===== src/rtl/bcd_pkg.sv =====
// ---------------------------------------------------------------------------
// bcd_pkg
// Shared constants and small helper functions for the BCD counter slice.
// The digit bounds and direction encodings are defined here so that every
// decade, and anything else that works on BCD, uses the same values.
//
// Contents:
//   BCD_MAX / BCD_MIN  largest and smallest legal decimal digit
//   DIR_UP / DIR_DOWN  encodings of the up_down input
//   bcd_valid          true when a nibble is a legal decimal digit
//   bcd_inc / bcd_dec  one-digit modulo-10 increment / decrement
//   bcd_at_limit       true when a digit passes carry/borrow in a direction
// ---------------------------------------------------------------------------
package bcd_pkg;

  localparam logic [3:0] BCD_MAX  = 4'd9;
  localparam logic [3:0] BCD_MIN  = 4'd0;
  localparam logic       DIR_UP   = 1'b1;
  localparam logic       DIR_DOWN = 1'b0;

  // A nibble is a legal decimal digit when it lies in 0..9.
  function automatic logic bcd_valid(input logic [3:0] d);
    return (d <= BCD_MAX);
  endfunction

  // Any value at or above 9 wraps to 0, so even an undefined power-up
  // value is steered back into the legal range on its first increment.
  function automatic logic [3:0] bcd_inc(input logic [3:0] d);
    return (d >= BCD_MAX) ? BCD_MIN : (d + 4'd1);
  endfunction

  // An out-of-range value is pulled down to 9 rather than to 14, 13, ...
  function automatic logic [3:0] bcd_dec(input logic [3:0] d);
    if (d == BCD_MIN) begin
      return BCD_MAX;
    end
    if (d > BCD_MAX) begin
      return BCD_MAX;
    end
    return d - 4'd1;
  endfunction

  // A digit forwards the step to the next decade when it is about to roll
  // over: 9 while counting up, 0 while counting down.
  function automatic logic bcd_at_limit(input logic [3:0] d, input logic dir);
    return (dir == DIR_UP) ? (d == BCD_MAX) : (d == BCD_MIN);
  endfunction

endpackage


===== src/rtl/bcd_digit.sv =====
// ---------------------------------------------------------------------------
// bcd_digit
// One decimal decade of the up/down counter. The decade holds a registered
// digit, steps when step_in is high, and passes carry or borrow to the next
// decade through step_out in the same cycle.
//
// Ports:
//   clock      in   rising-edge clock
//   clear      in   synchronous active-high reset, digit -> 0
//   load       in   parallel preset strobe, overrides stepping
//   load_digit in 4 preset nibble; values above 9 are stored as 0
//   step_in    in   step request from the lower decade (enable for digit 0)
//   up_down    in   1 = increment, 0 = decrement
//   digit      out 4 registered decimal digit
//   step_out   out  combinational carry/borrow into the next decade
//   bad_load   out  combinational flag: this nibble was loaded while > 9
// ---------------------------------------------------------------------------
module bcd_digit
  import bcd_pkg::*;
(
  input  logic       clock,
  input  logic       clear,
  input  logic       load,
  input  logic [3:0] load_digit,
  input  logic       step_in,
  input  logic       up_down,
  output logic [3:0] digit,
  output logic       step_out,
  output logic       bad_load
);

  logic [3:0] digit_next;
  logic       load_ok;

  assign load_ok = bcd_valid(load_digit);

  // Next-digit selection. Load wins over stepping, and an illegal preset
  // nibble is replaced by 0 so the count never leaves BCD.
  always_comb begin
    digit_next = digit;
    if (load) begin
      digit_next = load_ok ? load_digit : BCD_MIN;
    end else if (step_in) begin
      digit_next = (up_down == DIR_UP) ? bcd_inc(digit) : bcd_dec(digit);
    end
  end

  // Digit register with synchronous clear.
  always_ff @(posedge clock) begin
    if (clear) begin
      digit <= BCD_MIN;
    end else begin
      digit <= digit_next;
    end
  end

  // Carry/borrow ripples combinationally so a whole multi-decade step lands
  // on one edge. A load cycle never steps, so it never carries either.
  assign step_out = step_in & ~load & bcd_at_limit(digit, up_down);

  assign bad_load = load & ~load_ok;

endmodule


===== src/rtl/bcd_updown_counter.sv =====
// ---------------------------------------------------------------------------
// bcd_updown_counter
// Multi-decade synchronous BCD up/down counter with parallel preset, preset
// validity checking and a wrap pulse on roll-over / roll-under.
//
// Parameters:
//   DIGITS      number of decimal decades (1..8); count is 4*DIGITS bits
//
// Ports:
//   clock       in          rising-edge clock
//   clear       in          synchronous active-high reset
//   enable      in          step strobe, one step per edge while high
//   up_down     in          1 = increment, 0 = decrement
//   load        in          parallel preset strobe (beats enable)
//   load_value  in  4*DIGITS preset, digit k in bits [4k+3:4k]
//   count       out 4*DIGITS registered BCD count, digit 0 least significant
//   wrap        out         one-cycle pulse after a roll-over or roll-under
//   load_error  out         one-cycle pulse after a load with a digit > 9
// ---------------------------------------------------------------------------
module bcd_updown_counter
  import bcd_pkg::*;
#(
  parameter int DIGITS = 4
) (
  input  logic                  clock,
  input  logic                  clear,
  input  logic                  enable,
  input  logic                  up_down,
  input  logic                  load,
  input  logic [4*DIGITS-1:0]   load_value,
  output logic [4*DIGITS-1:0]   count,
  output logic                  wrap,
  output logic                  load_error
);

  // step_chain[k] is the step request into decade k; the extra top bit is
  // the carry/borrow out of the most significant decade.
  logic [DIGITS:0]   step_chain;
  logic [DIGITS-1:0] bad_load_vec;

  assign step_chain[0] = enable;

  for (genvar gi = 0; gi < DIGITS; gi++) begin : g_decade
    bcd_digit u_digit (
      .clock      (clock),
      .clear      (clear),
      .load       (load),
      .load_digit (load_value[4*gi +: 4]),
      .step_in    (step_chain[gi]),
      .up_down    (up_down),
      .digit      (count[4*gi +: 4]),
      .step_out   (step_chain[gi+1]),
      .bad_load   (bad_load_vec[gi])
    );
  end

  // Status pulses. The top carry is already suppressed on load cycles, so
  // wrap only needs clear to override it; load_error is a plain OR of the
  // per-decade flags, which are themselves qualified by load.
  always_ff @(posedge clock) begin
    if (clear) begin
      wrap       <= 1'b0;
      load_error <= 1'b0;
    end else begin
      wrap       <= step_chain[DIGITS];
      load_error <= |bad_load_vec;
    end
  end

endmodule


===== config.mk =====
export PLATFORM = sky130hd
export DESIGN_NAME = bcd_updown_counter
export DESIGN_NICKNAME = d
export VERILOG_FILES = /design/src/rtl/bcd_pkg.sv /design/src/rtl/bcd_digit.sv /design/src/rtl/bcd_updown_counter.sv
export SDC_FILE = /design/constraint.sdc
export NUM_CORES = 1
export LEC_CHECK = 0
export ABC_AREA = 0
export CAP_MARGIN = 20
export CORE_ASPECT_RATIO = 0.8
export CORE_MARGIN = 2
export CORE_UTILIZATION = 47
export CTS_CLUSTER_SIZE = 28
export DETAILED_ROUTE_END_ITERATION = 7
export PLACE_DENSITY_LB_ADDON = 0.08
export SYNTH_ARGS = -nofsm -noshare
export SYNTH_HDL_FRONTEND = slang
export SYNTH_SLANG_ARGS = --single-unit

===== constraint.sdc =====
create_clock -name clock -period 2.1 [get_ports clock]
set_clock_uncertainty 0.15 [all_clocks]
set_input_delay 0.315 -clock clock [delete_from_list [all_inputs] [get_ports clock]]
set_output_delay 0.315 -clock clock [all_outputs]
set_load 0.05 [all_outputs]

==> results.toml <==
[detailed_routing]
drt_iter0_markers = 161
ant_nets = 0
wl_mm = 5.34
routedWlPerCell_um = 15.2
dr.pass1.iters = 4
vias_per_cell = 5.91
vias = 2080
drc_errors = 0

[timing]
slew_headroom = 0.635
finalWorstPathRequiredPeriod_ps = 2120
slew_violations = 0
hold_violations = 0
layout_setup_ws_ps = -23.7
setup_viol = 1
tightest_slew_ps = 540
max_freq_mhz = 471
fin_crit_sh = 1.01

[cts]
clock_path_buffers = 2
cts.sinks = 18
cts_tree = "yes"
clk_pin_slew_ps = 70
clock_latency_ps = 260
root_buffer = "clkbuf_8"
h-tree-depth = 1
cts_inserted_buffers = 3

[synth]
synth_seq_cells = 18
yosys-top-cells-area = "dfxtp_1 19%, ha_1 8.8%, a21oi_1 5.7%, nand2_1 3.6%, o21ai_0 3.5%"
netlist.area_leader.share = 0.194
yosysUniqueCellTypes = 58
ys.flop_type = "dfxtp_1"
netlist_area_mm2 = 0.00185
synth_area_leader_cell = "dfxtp_1"
ys_seq_area_frac = 0.194
syn_inst = 248
yosysWarningCount = 0
synth_nets = 282
avgSynthCellArea_um2 = 7.48
async_reset_ff_frac = 0
synth_edf_count = 0

[critical_path]
critPathMaxFanout = 7
cp_num_cells = 6
path_class = "flip-flop to flip-flop"
cp-endpoint = "g_decade[2].u_digit.digit[0]"
cp_top_family = "compound AO/OA/AOI/OAI gates"
critPathBufInv = 1
r2r-end = "g_decade[2].u_digit.digit[0]"
cp_slowest_cell = "a2111oi_1"
worstPathRequired_ps = 2070
rr_worst_depth = 6
path_cells = "inv_4 -> ha_4 -> or3b_4 -> a21oi_4 -> a21oi_1 -> a2111oi_1"
cp-start-kind = "flip-flop"
critPathCaptureType = "flip-flop"
arrival_ps = 2100
startpoint = "g_decade[0].u_digit.digit[0]"
rrSetupSlack_ps = -20
reg2reg_from = "g_decade[0].u_digit.digit[0]"
cpPeakStageDelay_ps = 460

[global_routing]
grt_max_degree = 22
grt_pass1_wl_mm = 8.51
grt_pass1_vias = 1812
grt_overflow = 0
grt_usage = 0.243
grt_antenna_before_repair = 0

[placed_design]
io_buffers = 38
dp.final_hpwl_mm = 3.76
pre_cts_slack_ps = -241
dpl-instance-area_mm2 = 0.00244
place.gp.congestion = 0.894

[outcome]
status = "complete, but fails checks"
violations = "setup timing"

[floorplan]
initial_core_util = 0.487
core_mm2 = 0.00380
io_pins = 39
fp.dieH_um = 60.2
fp.dieArea_mm2 = 0.00447
fp.dieW_um = 74.2
rows = 20

[hold_path]
hp-class = "flip-flop to flip-flop"
min_from = "g_decade[0].u_digit.digit[0]"

[power]
p_clk_frac = 0.216
powerDensity_mw_per_mm2 = 464
power_frac_comb = 0.454
swShare = 0.383
p_switching_mw = 0.458
p_leak_nw = 0.963
p_seq_frac = 0.330
power.internal_mw = 0.737
p_total_mw = 1.19
peakVddDrop_mv = 0.392

[final_layout]
post-route-util = 0.676
drive_gt1_frac = 0.242
diodes = 0
nNetsFinal = 332
design_area_mm2 = 0.00257
area_growth_pct = 38.7

[job]
cap_viol_max_count = 0
[worst min path at each step]
stage,cells past startpoint,to
2_1_floorplan,1,g_decade[2].u_digit.digit[2]
3_3_place_gp,2,g_decade[0].u_digit.digit[0]
3_5_place_dp,2,g_decade[0].u_digit.digit[0]
4_1_cts,2,g_decade[0].u_digit.digit[0]
5_1_grt,2,g_decade[0].u_digit.digit[0]
6_report,2,g_decade[0].u_digit.digit[0]
[cells in the final DEF (no fill, tap or decap), types with 5 or more instances in the layout]
master,count
a31oi_1,8
nor2_1,11
dfxtp_4,5
buf_4,31
nand3b_1,5
nand2b_1,10
a211oi_1,5
o21ai_0,13
dfxtp_1,10
nor3b_1,6
nand3_1,9
a21oi_1,20
clkdlybuf4s50_1,29
o211ai_1,5
nand2_1,18
nor3_1,6
inv_1,9
o21bai_1,6
ha_1,10
[stage by stage]
step                TNS [ps]  hold WS (ps)  instances
finish                 -23.7           386        352
CTS                        0           384        350
global route            -184           414        352
floorplan              -10.6           282        248
global placement       -1840           363        346
detailed placement     -2300           369        346
[routing by layer]
metal | share of wire | GRT usage | up-vias
met3 | 0.069 | 0.0455 | 8
li1 | - | - | 1039
met2 | 0.45 | 0.375 | 71
met1 | 0.46 | 0.362 | 962
met4 | 0.012 | 0.0306 | 0
met5 | 0 | 0 | -
[power groups by stage]
stage | clock, mW | combinational [mW] | sequential [mW]
after detailed placement | 0 | 0.510 | 0.401
after global placement | 0 | 0.510 | 0.401
final | 0.258 | 0.543 | 0.394
after global routing | 0.279 | 0.589 | 0.399
after CTS | 0.263 | 0.515 | 0.393
after floorplan | 0 | 0.277 | 0.463
[cell type report]
type                            instances  area (um^2)
Clock buffer                            4         45.0
Fill cell                             343         1230
Inverter                               13         51.3
Multi-Input combinational cell        197         1450
Sequential cell                        18          383
Tap cell                               55         68.8
Timing Repair Buffer                   65          574
[synthesized netlist by cell type (all sizes together) (6+ instances only)]
library cell,n
a31oi,8
nand3,9
nor2,11
inv,13
nand2b,10
clkbuf,14
ha,13
a21oi,23
nand2,18
o21bai,6
buf,6
nor3,6
o21ai,14
dfxtp,18
nor3b,6
a211oi,6
[tightest hold or removal path: cells and delay by family (launching register included)]
family	cells	cell delay, ps
and+or+nand+nor	1	60
DFF	1	380
AOI/OAI and AO/OA	1	60
[state kept, by name (all words and copies together) (netlist names)]
signal	count
load_error	1
g_decade.u_digit.digit	16
wrap	1
[repair_timing]
| action | CTS | global route |
|---|---|---|
| endpoints found under the setup margin | 1 | 11 |
| resized for setup | 2 | 18 |
| setup buffers | 0 | 1 |
| hold buffers | 0 | 0 |
| cloned | 0 | 1 |
| pin swaps | 0 | 8 |
[kinds of logic after synthesis]
kind of cell,share of synthesized area
compound gates,0.338
xor+xnor,0.00472
fa+ha+maj,0.0877
buf+inv,0.0735
flops,0.194
mux,0.0115
simple gates,0.290
Power figures use the tool's default switching activity.
